## src/rtl/load_store_unit.sv

```systemverilog
// Load/store unit: word-wide data memory initiator, read-modify-write for sub-word stores, sign/zero-extended loads.
// Optional build macro LSU_MISALIGN_TRAP_EN: misaligned requests respond with resp_err instead of being aligned down.
module load_store_unit #(
    parameter int ADDR_WIDTH = 32'd32,
    parameter int DATA_WIDTH = 32'd32
) (
    input  logic                  clk,
    input  logic                  rst,
    input  logic                  req_valid,
    output logic                  req_ready,
    input  logic                  req_we,
    input  logic [1:0]            req_size,
    input  logic                  req_unsigned,
    input  logic [ADDR_WIDTH-1:0] req_addr,
    input  logic [DATA_WIDTH-1:0] req_wdata,
    output logic                  resp_valid,
    output logic [DATA_WIDTH-1:0] resp_rdata,
    output logic                  resp_err,
    output logic [ADDR_WIDTH-1:0] mem_addr,
    input  logic [DATA_WIDTH-1:0] mem_rdata,
    output logic [DATA_WIDTH-1:0] mem_wdata,
    output logic                  mem_write
);

    typedef enum logic [1:0] {
        ST_IDLE = 2'd0,
        ST_RD   = 2'd1,
        ST_WR   = 2'd2,
        ST_RESP = 2'd3
    } state_t;

    state_t                  state_r, state_nxt_s;
    logic                    we_r, uns_r;
    logic [1:0]              size_r, lane_r;
    logic [DATA_WIDTH-1:0]   wdata_r;
    logic [1:0]              lane_s;
    logic                    trap_s, accept_s;
    logic                    req_ready_r, resp_valid_r, resp_err_r, mem_write_r;
    logic [DATA_WIDTH-1:0]   resp_rdata_r, mem_wdata_r;
    logic [ADDR_WIDTH-1:0]   mem_addr_r;
    logic                    resp_err_nxt_s;
    logic [DATA_WIDTH-1:0]   resp_rdata_nxt_s, mem_wdata_nxt_s;
    logic [ADDR_WIDTH-1:0]   mem_addr_nxt_s;

    function automatic logic [DATA_WIDTH-1:0] merge_lanes(
        input logic [DATA_WIDTH-1:0] old_word,
        input logic [DATA_WIDTH-1:0] new_data,
        input logic [1:0]            size,
        input logic [1:0]            lane
    );
        logic [DATA_WIDTH-1:0] merged;
        merged = old_word;
        case (size)
            2'b00:   merged[{lane, 3'b000} +: 8]     = new_data[7:0];
            2'b01:   merged[{lane[1], 4'b0000} +: 16] = new_data[15:0];
            default: merged = new_data;
        endcase
        return merged;
    endfunction

    function automatic logic [DATA_WIDTH-1:0] extend_load(
        input logic [DATA_WIDTH-1:0] word,
        input logic [1:0]            size,
        input logic [1:0]            lane,
        input logic                  is_unsigned
    );
        logic [7:0]            byte_v;
        logic [15:0]           half_v;
        logic [DATA_WIDTH-1:0] result;
        byte_v = word[{lane, 3'b000} +: 8];
        half_v = word[{lane[1], 4'b0000} +: 16];
        case (size)
            2'b00:   result = {{(DATA_WIDTH-8){byte_v[7] & ~is_unsigned}}, byte_v};
            2'b01:   result = {{(DATA_WIDTH-16){half_v[15] & ~is_unsigned}}, half_v};
            default: result = word;
        endcase
        return result;
    endfunction

`ifdef LSU_MISALIGN_TRAP_EN
    logic misalign_s;
    assign misalign_s = ((req_size == 2'b01) && req_addr[0]) ||
                        (req_size[1] && (req_addr[1:0] != 2'b00));
    assign trap_s     = misalign_s;
`else
    assign trap_s     = 1'b0;
`endif

    // Byte lane used by the request; offset bits a size cannot use are forced to zero
    always_comb begin
        lane_s = 2'b00;
        case (req_size)
            2'b00:   lane_s = req_addr[1:0];
            2'b01:   lane_s = {req_addr[1], 1'b0};
            default: lane_s = 2'b00;
        endcase
    end

    // State register
    always_ff @(posedge clk or posedge rst) begin
        if (rst) begin
            state_r <= ST_IDLE;
        end else begin
            state_r <= state_nxt_s;
        end
    end

    // Next state and next values of the registered memory/response outputs
    always_comb begin
        state_nxt_s      = state_r;
        accept_s         = 1'b0;
        mem_addr_nxt_s   = mem_addr_r;
        mem_wdata_nxt_s  = mem_wdata_r;
        resp_rdata_nxt_s = resp_rdata_r;
        resp_err_nxt_s   = resp_err_r;
        case (state_r)
            ST_IDLE: begin
                if (req_valid) begin
                    accept_s       = 1'b1;
                    mem_addr_nxt_s = {req_addr[ADDR_WIDTH-1:2], 2'b00};
                    if (trap_s) begin
                        state_nxt_s      = ST_RESP;
                        resp_rdata_nxt_s = '0;
                        resp_err_nxt_s   = 1'b1;
                    end else if (req_we && req_size[1]) begin
                        state_nxt_s     = ST_WR;
                        mem_wdata_nxt_s = req_wdata;
                    end else begin
                        state_nxt_s = ST_RD;
                    end
                end else begin
                    state_nxt_s = ST_IDLE;
                end
            end
            ST_RD: begin
                if (we_r) begin
                    state_nxt_s     = ST_WR;
                    mem_wdata_nxt_s = merge_lanes(mem_rdata, wdata_r, size_r, lane_r);
                end else begin
                    state_nxt_s      = ST_RESP;
                    resp_rdata_nxt_s = extend_load(mem_rdata, size_r, lane_r, uns_r);
                    resp_err_nxt_s   = 1'b0;
                end
            end
            ST_WR: begin
                state_nxt_s      = ST_RESP;
                resp_rdata_nxt_s = '0;
                resp_err_nxt_s   = 1'b0;
            end
            ST_RESP: state_nxt_s = ST_IDLE;
            default: state_nxt_s = ST_IDLE;
        endcase
    end

    // Request fields captured on the accept edge
    always_ff @(posedge clk or posedge rst) begin
        if (rst) begin
            we_r    <= 1'b0;
            uns_r   <= 1'b0;
            size_r  <= 2'b00;
            lane_r  <= 2'b00;
            wdata_r <= '0;
        end else if (accept_s) begin
            we_r    <= req_we;
            uns_r   <= req_unsigned;
            size_r  <= req_size;
            lane_r  <= lane_s;
            wdata_r <= req_wdata;
        end
    end

    // Registered outputs; strobes are decoded from the state being entered
    always_ff @(posedge clk or posedge rst) begin
        if (rst) begin
            req_ready_r  <= 1'b1;
            resp_valid_r <= 1'b0;
            mem_write_r  <= 1'b0;
            resp_err_r   <= 1'b0;
            resp_rdata_r <= '0;
            mem_addr_r   <= '0;
            mem_wdata_r  <= '0;
        end else begin
            req_ready_r  <= (state_nxt_s == ST_IDLE);
            resp_valid_r <= (state_nxt_s == ST_RESP);
            mem_write_r  <= (state_nxt_s == ST_WR);
            resp_err_r   <= resp_err_nxt_s;
            resp_rdata_r <= resp_rdata_nxt_s;
            mem_addr_r   <= mem_addr_nxt_s;
            mem_wdata_r  <= mem_wdata_nxt_s;
        end
    end

    assign req_ready  = req_ready_r;
    assign resp_valid = resp_valid_r;
    assign resp_rdata = resp_rdata_r;
    assign resp_err   = resp_err_r;
    assign mem_addr   = mem_addr_r;
    assign mem_wdata  = mem_wdata_r;
    assign mem_write  = mem_write_r;

endmodule

```

## config.mk

```make
export PLATFORM = sky130hd
export DESIGN_NAME = load_store_unit
export DESIGN_NICKNAME = d
export VERILOG_FILES = /design/src/rtl/load_store_unit.sv
export SDC_FILE = /design/constraint.sdc
export NUM_CORES = 1
export LEC_CHECK = 0
export BUFFER_PORTS_ARGS = -buffer_cell sky130_fd_sc_hd__buf_2
export CAP_MARGIN = 20
export CORE_ASPECT_RATIO = 1.5
export CORE_MARGIN = 2
export CORE_UTILIZATION = 23
export DETAILED_ROUTE_END_ITERATION = 8
export SYNTH_ARGS = -nofsm -noshare
export SYNTH_HDL_FRONTEND = slang
export SYNTH_SLANG_ARGS = --single-unit
export TNS_END_PERCENT = 30
```

## constraint.sdc

```tcl
create_clock -name clk -period 5 [get_ports clk]
set_clock_uncertainty 0.1 [all_clocks]
set_input_delay 0.25 -clock clk [delete_from_list [all_inputs] [get_ports clk]]
set_output_delay 0.25 -clock clk [all_outputs]
set_load 0.05 [all_outputs]
```

==> flow_summary_export.csv, run 1 <==
group,metric,value,unit
run_status,outcome,"finished clean",
floorplan,io-pin-count,203,
synth,synth_edf_count,0,
synth,ys_seq_area_share,48.84,%
global_route,grt_pass1_vias,6335,
critical_path,crit_chain,"inv_1 -> ha_1 -> nor4bb_1 -> a22o_1 -> a221oi_1 -> o31ai_1",
drt,viasPerCell,4.830,
layout,area_growth,36.80,%
clocking,cts.clk_slew.worst_paths,0.06,ns
synth,yosysWarnings,0,
sta,rsz0062_at_grt,"no",
synth,synth_seq_cells,137,
drt,drc_errors,0,
pwr,vdd_drop_max,0.2655,mV
floorplan,die_width,146.7,microns
placed_design,dpl.hpwl,18470,microns
clocking,clock-sinks,137,
synth,synth_area,7022,sq um
drt,vias,6265,
critical_path,critPathKind,"register to register",
floorplan,row_count,78,
drt,drt_iter0_markers,599,
global_route,grt-ovfl-total,0,
placed_design,io_buffers,199,
floorplan,core,30160,sq um
layout,drive_above_1_share,36.95,%
global_route,grt_pass1_wl,38610,microns
placed_design,gp_congestion,0.8897,
clocking,cts_setup_buffers,0,
drt,routed_wl,25750,microns
global_route,antenna_found_initial,3,
sta,tns,0,ns
clocking,clockBufferDepth,2,
critical_path,crit_path_max_incr_delay,0.82,ns
clocking,cts_buffers,17,
sta,hold-worst-slack,0.04140,ns
critical_path,cp.buffers_inverters,1,
hold_path,hold_class,"input pin to register",
drt,avgRoutedWirePerCell,19.85,microns
sta,setup_viol,0,
floorplan,initial_core_util,23.28,%
synth,synth_cells,642,
synth,synthFlopType,"dfrtp_1",
placed_design,dpl_cell_area,8379,sq um
sta,min_period,2.919,ns
layout,fin_area,9605,sq um
sta,worstMarginPinSlew,1.044,ns
critical_path,worstSetupEndpointType,"register",
clocking,cts_resized,0,
job,max_cap_violations,0,
clocking,cts_tree,"built",
clocking,htree_levels,4,
clocking,clock-root-buffer,"clkbuf_16",
critical_path,cp.required,5.24,ns
clocking,clk_latency,0.44,ns
synth,ys_types,52,
critical_path,crit_slowest_cell,"dfrtp_1",
synth,async_flop_share,100.0,%
critical_path,critPathLaunchType,"register",
drt,drt-pass1-iter-count,4,
drt,ant_nets,0,
layout,nNetsFinal,994,
floorplan,fp.dieH,218.0,microns
floorplan,die_area,31970,sq um
layout,fin_util,31.85,%
pwr,cellPowerDensity,734.7,nW/um^2
critical_path,critPathTopFamily,"compound AO/OA/AOI/OAI gates",
sta,max_slew_margin,30.16,%
sta,hold_viol_final,0,
critical_path,worstPathMaxFanout,17,
global_route,grt_max_degree,96,
global_route,grt_usage,16.14,%
synth,avgSynthCellArea,10.94,sq um
pwr,p_leak,4.426,nW
sta,fin_crit_sh,58.38,%
sta,drv_slew,0,
sta,max_freq,342.6,MHz
critical_path,arrival,3.16,ns
pwr,p_total,7.058,mW
## metrics by stage
stage / instances / worst slack (ns)
after CTS: 1292 / 1.945
after floorplan: 644 / 0.9838
final: 1297 / 2.081
after detailed placement: 1196 / 1.954
after global routing: 1296 / 1.836
after global placement: 1196 / 2.127
## synthesized netlist by cell type, types with 8 or more instances
| master | instances | area [sq um] |
|---|---|---|
| a22o_1 | 41 | 359.1 |
| nand2_1 | 56 | 210.2 |
| a21o_1 | 17 | 127.6 |
| nand4_1 | 8 | 50.05 |
| nand2b_1 | 12 | 75.07 |
| a31oi_1 | 8 | 50.05 |
| clkbuf_1 | 32 | 120.1 |
| nor3_1 | 11 | 55.05 |
| a221o_1 | 13 | 130.1 |
| a221oi_1 | 18 | 157.7 |
| a21oi_1 | 10 | 50.05 |
| o22ai_1 | 8 | 50.05 |
| buf_1 | 8 | 30.03 |
| o31ai_1 | 24 | 180.2 |
| ha_1 | 8 | 100.1 |
| inv_1 | 14 | 52.55 |
| dfrtp_1 | 136 | 3403 |
| o21ai_0 | 10 | 50.05 |
| mux2_2 | 70 | 788.3 |
| nor2b_1 | 10 | 62.56 |
| nor2_1 | 44 | 165.2 |
| buf_2 | 11 | 55.05 |
## cell families (layout without fill, tap and decap cells)
kind of cell	after synthesis	after routing	share of synthesized area, %
compound gates	173	173	19.53
simple gates	173	173	12.28
flops	137	137	48.84
mux	78	78	13.61
buf+inv	72	321	4.259
fa+ha+maj	8	8	1.426
other cells	1	7	0.05341
## state kept, by name, summed over array words and instances, names as in the netlist
| name | cells |
|---|---|
| uns_r | 1 |
| mem_write | 1 |
| resp_rdata | 32 |
| lane_r | 2 |
| mem_addr | 30 |
| resp_valid | 1 |
| mem_wdata | 32 |
| req_ready | 1 |
| state_r | 2 |
| wdata_r | 32 |
| we_r | 1 |
| size_r | 2 |
## power breakdown
part           internal [mW]  leakage (nW)  switching, mW
Sequential              1.63          1.69          0.447
Clock                  0.720         0.261          0.482
Combinational           1.22          2.48           2.56
Total                   3.57          4.43           3.48
## what timing repair did
item,in CTS,in global routing
setup endpoints to repair,0,0
hold buffers,67,0
hold endpoints to repair,178,0
## layout by cell type (no fill, tap or decap), drive strengths merged, types with 10 or more instances in the layout
| cell | instances |
|---|---|
| buf | 207 |
| dfrtp | 136 |
| mux2 | 70 |
| dlygate4sd3 | 67 |
| nand2 | 56 |
| nor2 | 46 |
| a22o | 41 |
| o31ai | 24 |
| clkbuf | 21 |
| a221o | 20 |
| a221oi | 18 |
| a21o | 17 |
| inv | 14 |
| nand2b | 12 |
| nor3 | 11 |
| a21oi | 11 |
| o21ai | 11 |
| nor2b | 10 |
## worst paths after layout
check,startpoint,endpoint,slack (ns),cells after the start
min,req_size[1],size_r[1],0.04,2
min in group asynchronous,rst,mem_addr[27],0.42,3
max,lane_r[0],mem_wdata[20],2.08,6
max reg2reg,lane_r[0],mem_wdata[20],2.08,6
max in group asynchronous,rst,size_r[1],3.21,4
min reg2reg,mem_wdata[10],mem_wdata[10],0.37,2
## area by class of cell
type / count / area (sq um)
repair buffers: 275 / 1732
flip-flops and latches: 137 / 3431
well taps: 400 / 500.5
multi-input cells: 435 / 3323
clock inverters: 9 / 103.9
inverters: 17 / 68.82
fillers: 3074 / 20550
diodes: 4 / 10.01
clock buffers: 20 / 436.7
## per-layer routing
metal | routed length, microns | GRT usage, % | part of all wire (%)
met1 | 9324 | 17.21 | 36
met2 | 12630 | 27.00 | 49
met3 | 2073 | 5.460 | 8.1
met4 | 1717 | 10.91 | 6.7
met5 | 0 | 0 | 0
Power figures use the tool's default switching activity.
==> run 2: changes to the inputs <==
clock period = 2.6 ns   (was 5 ns; I/O delays follow)
==> run 2 against run 1 <==
Compared with the run above:
- die area is the same
- largest cell class unchanged
- non-clock buffer count up 23
- critical path depth is 2 lower
- highest routed layer is now met5
- power is 97% higher
- combinational power rose by 99%
- cell count increased by 1.7%
- wire length is 1.0% higher
- critical endpoint is now mem_wdata[18]
==> flow_summary_export.csv, run 2 (synthesized netlist as in run 1, its figures left out) <==
group,metric,value,unit
critical_path,worstSetupEndpointType,"register",
sta,min_period,2.314,ns
critical_path,critPathKind,"register to register",
floorplan,row_count,78,
drt,routed_wl,26010,microns
layout,final_cell_mix,"buf_2 (199), dfrtp_1 (135), dlygate4sd3_1 (72)",
critical_path,arrival,2.55,ns
sta,max_freq,432.2,MHz
sta,tns,0,ns
placed_design,io_buffers,199,
clocking,clock-root-buffer,"clkbuf_16",
global_route,grt_pass1_vias,6453,
clocking,clockBufferDepth,2,
hold_path,hold_class,"input pin to register",
global_route,antenna_found_initial,2,
floorplan,initial_core_util,23.28,%
job,max_cap_violations,0,
pwr,cellPowerDensity,1409,nW/um^2
layout,mostFrequentLayoutCell,"buf_2",
critical_path,critPathLaunchType,"register",
drt,vias,6347,
floorplan,io-pin-count,203,
clocking,clock-sinks,137,
floorplan,fp.dieH,218.0,microns
layout,nNetsFinal,1017,
sta,max_slew_margin,46.81,%
clocking,cts_hold_buffers,72,
hold_path,hp-start,"mem_rdata[29]",
layout,area_growth,40.72,%
hold_path,whs_path_depth,3,
sta,rsz0062_at_grt,"no",
placed_design,dpl.hpwl,19240,microns
sta,drv_slew,0,
drt,avgRoutedWirePerCell,19.72,microns
clocking,htree_levels,4,
layout,fin_area,9881,sq um
global_route,grt_usage,16.22,%
critical_path,reg2reg_depth,4,
pwr,p_leak,4.570,nW
global_route,grt_pass1_wl,38830,microns
drt,drt-pass1-iter-count,5,
placed_design,pre_cts_slack,0.3257,ns
drt,drc_errors,0,
floorplan,die_width,146.7,microns
floorplan,core,30160,sq um
sta,fin_crit_sh,88.99,%
hold_path,holdPathEnd,"resp_rdata[29]",
drt,ant_nets,0,
layout,fill_cells,3078,
drt,drt_iter0_markers,430,
pwr,vdd_drop_max,0.5503,mV
drt,viasPerCell,4.812,
layout,drive_above_1_share,37.91,%
clocking,cts_buffers,17,
sta,worstMarginPinSlew,0.7978,ns
global_route,grt-ovfl-total,0,
critical_path,r2r-start,"size_r[0]",
sta,hold_viol_final,0,
clocking,cts.clk_slew.worst_paths,0.06,ns
critical_path,worstPathMaxFanout,22,
clocking,clk_latency,0.43,ns
clocking,cts_resized,0,
floorplan,die_area,31970,sq um
clocking,cts_setup_buffers,0,
pwr,p_total,13.93,mW
critical_path,reg2reg_to,"mem_wdata[18]",
placed_design,dpl_cell_area,8583,sq um
placed_design,gp_congestion,0.9110,
critical_path,rrSetupSlack,0.29,ns
clocking,cts_tree,"built",
critical_path,cp.required,2.83,ns
global_route,grt_max_degree,62,
run_status,outcome,"finished clean",
sta,setup_viol,0,
sta,fin_ws,0.2862,ns
run 2: how the worst max path moves through the flow:
stage               startpoint              to  slack, ns  depth (start not counted)
floorplan            lane_r[0]   mem_wdata[22]       0.30                          7
global placement     size_r[0]   mem_wdata[16]       0.36                          4
detailed placement  state_r[0]  resp_rdata[25]       0.33                          5
CTS                 state_r[0]       lane_r[0]       0.26                          6
global route         size_r[0]   mem_wdata[18]       0.09                          4
finish               size_r[0]   mem_wdata[18]       0.29                          4
run 2: power breakdown:
group,internal [mW],switching [mW]
sequential,3.14,0.834
clock,1.48,0.928
combinational,2.55,4.99
total,7.17,6.75
run 2: area by class of cell:
class / instances / area (sq um) / share of cell area [%]
antenna: 1 / 2.502 / 0.02533
clock inverter: 6 / 88.84 / 0.8991
clock buffer: 25 / 485.5 / 4.913
tap: 400 / 500.5 / 5.065
sequential: 137 / 3431 / 34.72
inverter: 17 / 67.56 / 0.6838
timing repair buffer: 298 / 1982 / 20.06
multi-input combinational: 435 / 3323 / 33.63
run 2: layer usage:
metal	up-vias	track usage (%)	part of all wire (%)
met1	3117	17.69	39
met4	2	11.17	6.4
met5	-	0	0.027
met3	71	4.477	5.6
met2	237	27.32	49
li1	2920	-	-
run 2: critical path, stage by stage (launching register included):
cell and delay (ns):
dfrtp_1 0.77, clkinv_1 0.49, a21boi_2 0.44, a221oi_1 0.16, o31ai_1 0.25
run 2: metrics by stage:
stage | instances | util [%] | hold WS [ns]
after global placement | 1215 | 28.46 | 0.1263
after floorplan | 644 | - | 0.1627
after CTS | 1318 | 32.76 | 0.002869
final | 1319 | 32.76 | 0.03108
after detailed placement | 1215 | 28.46 | 0.1203
after global routing | 1319 | 32.76 | 0.03125
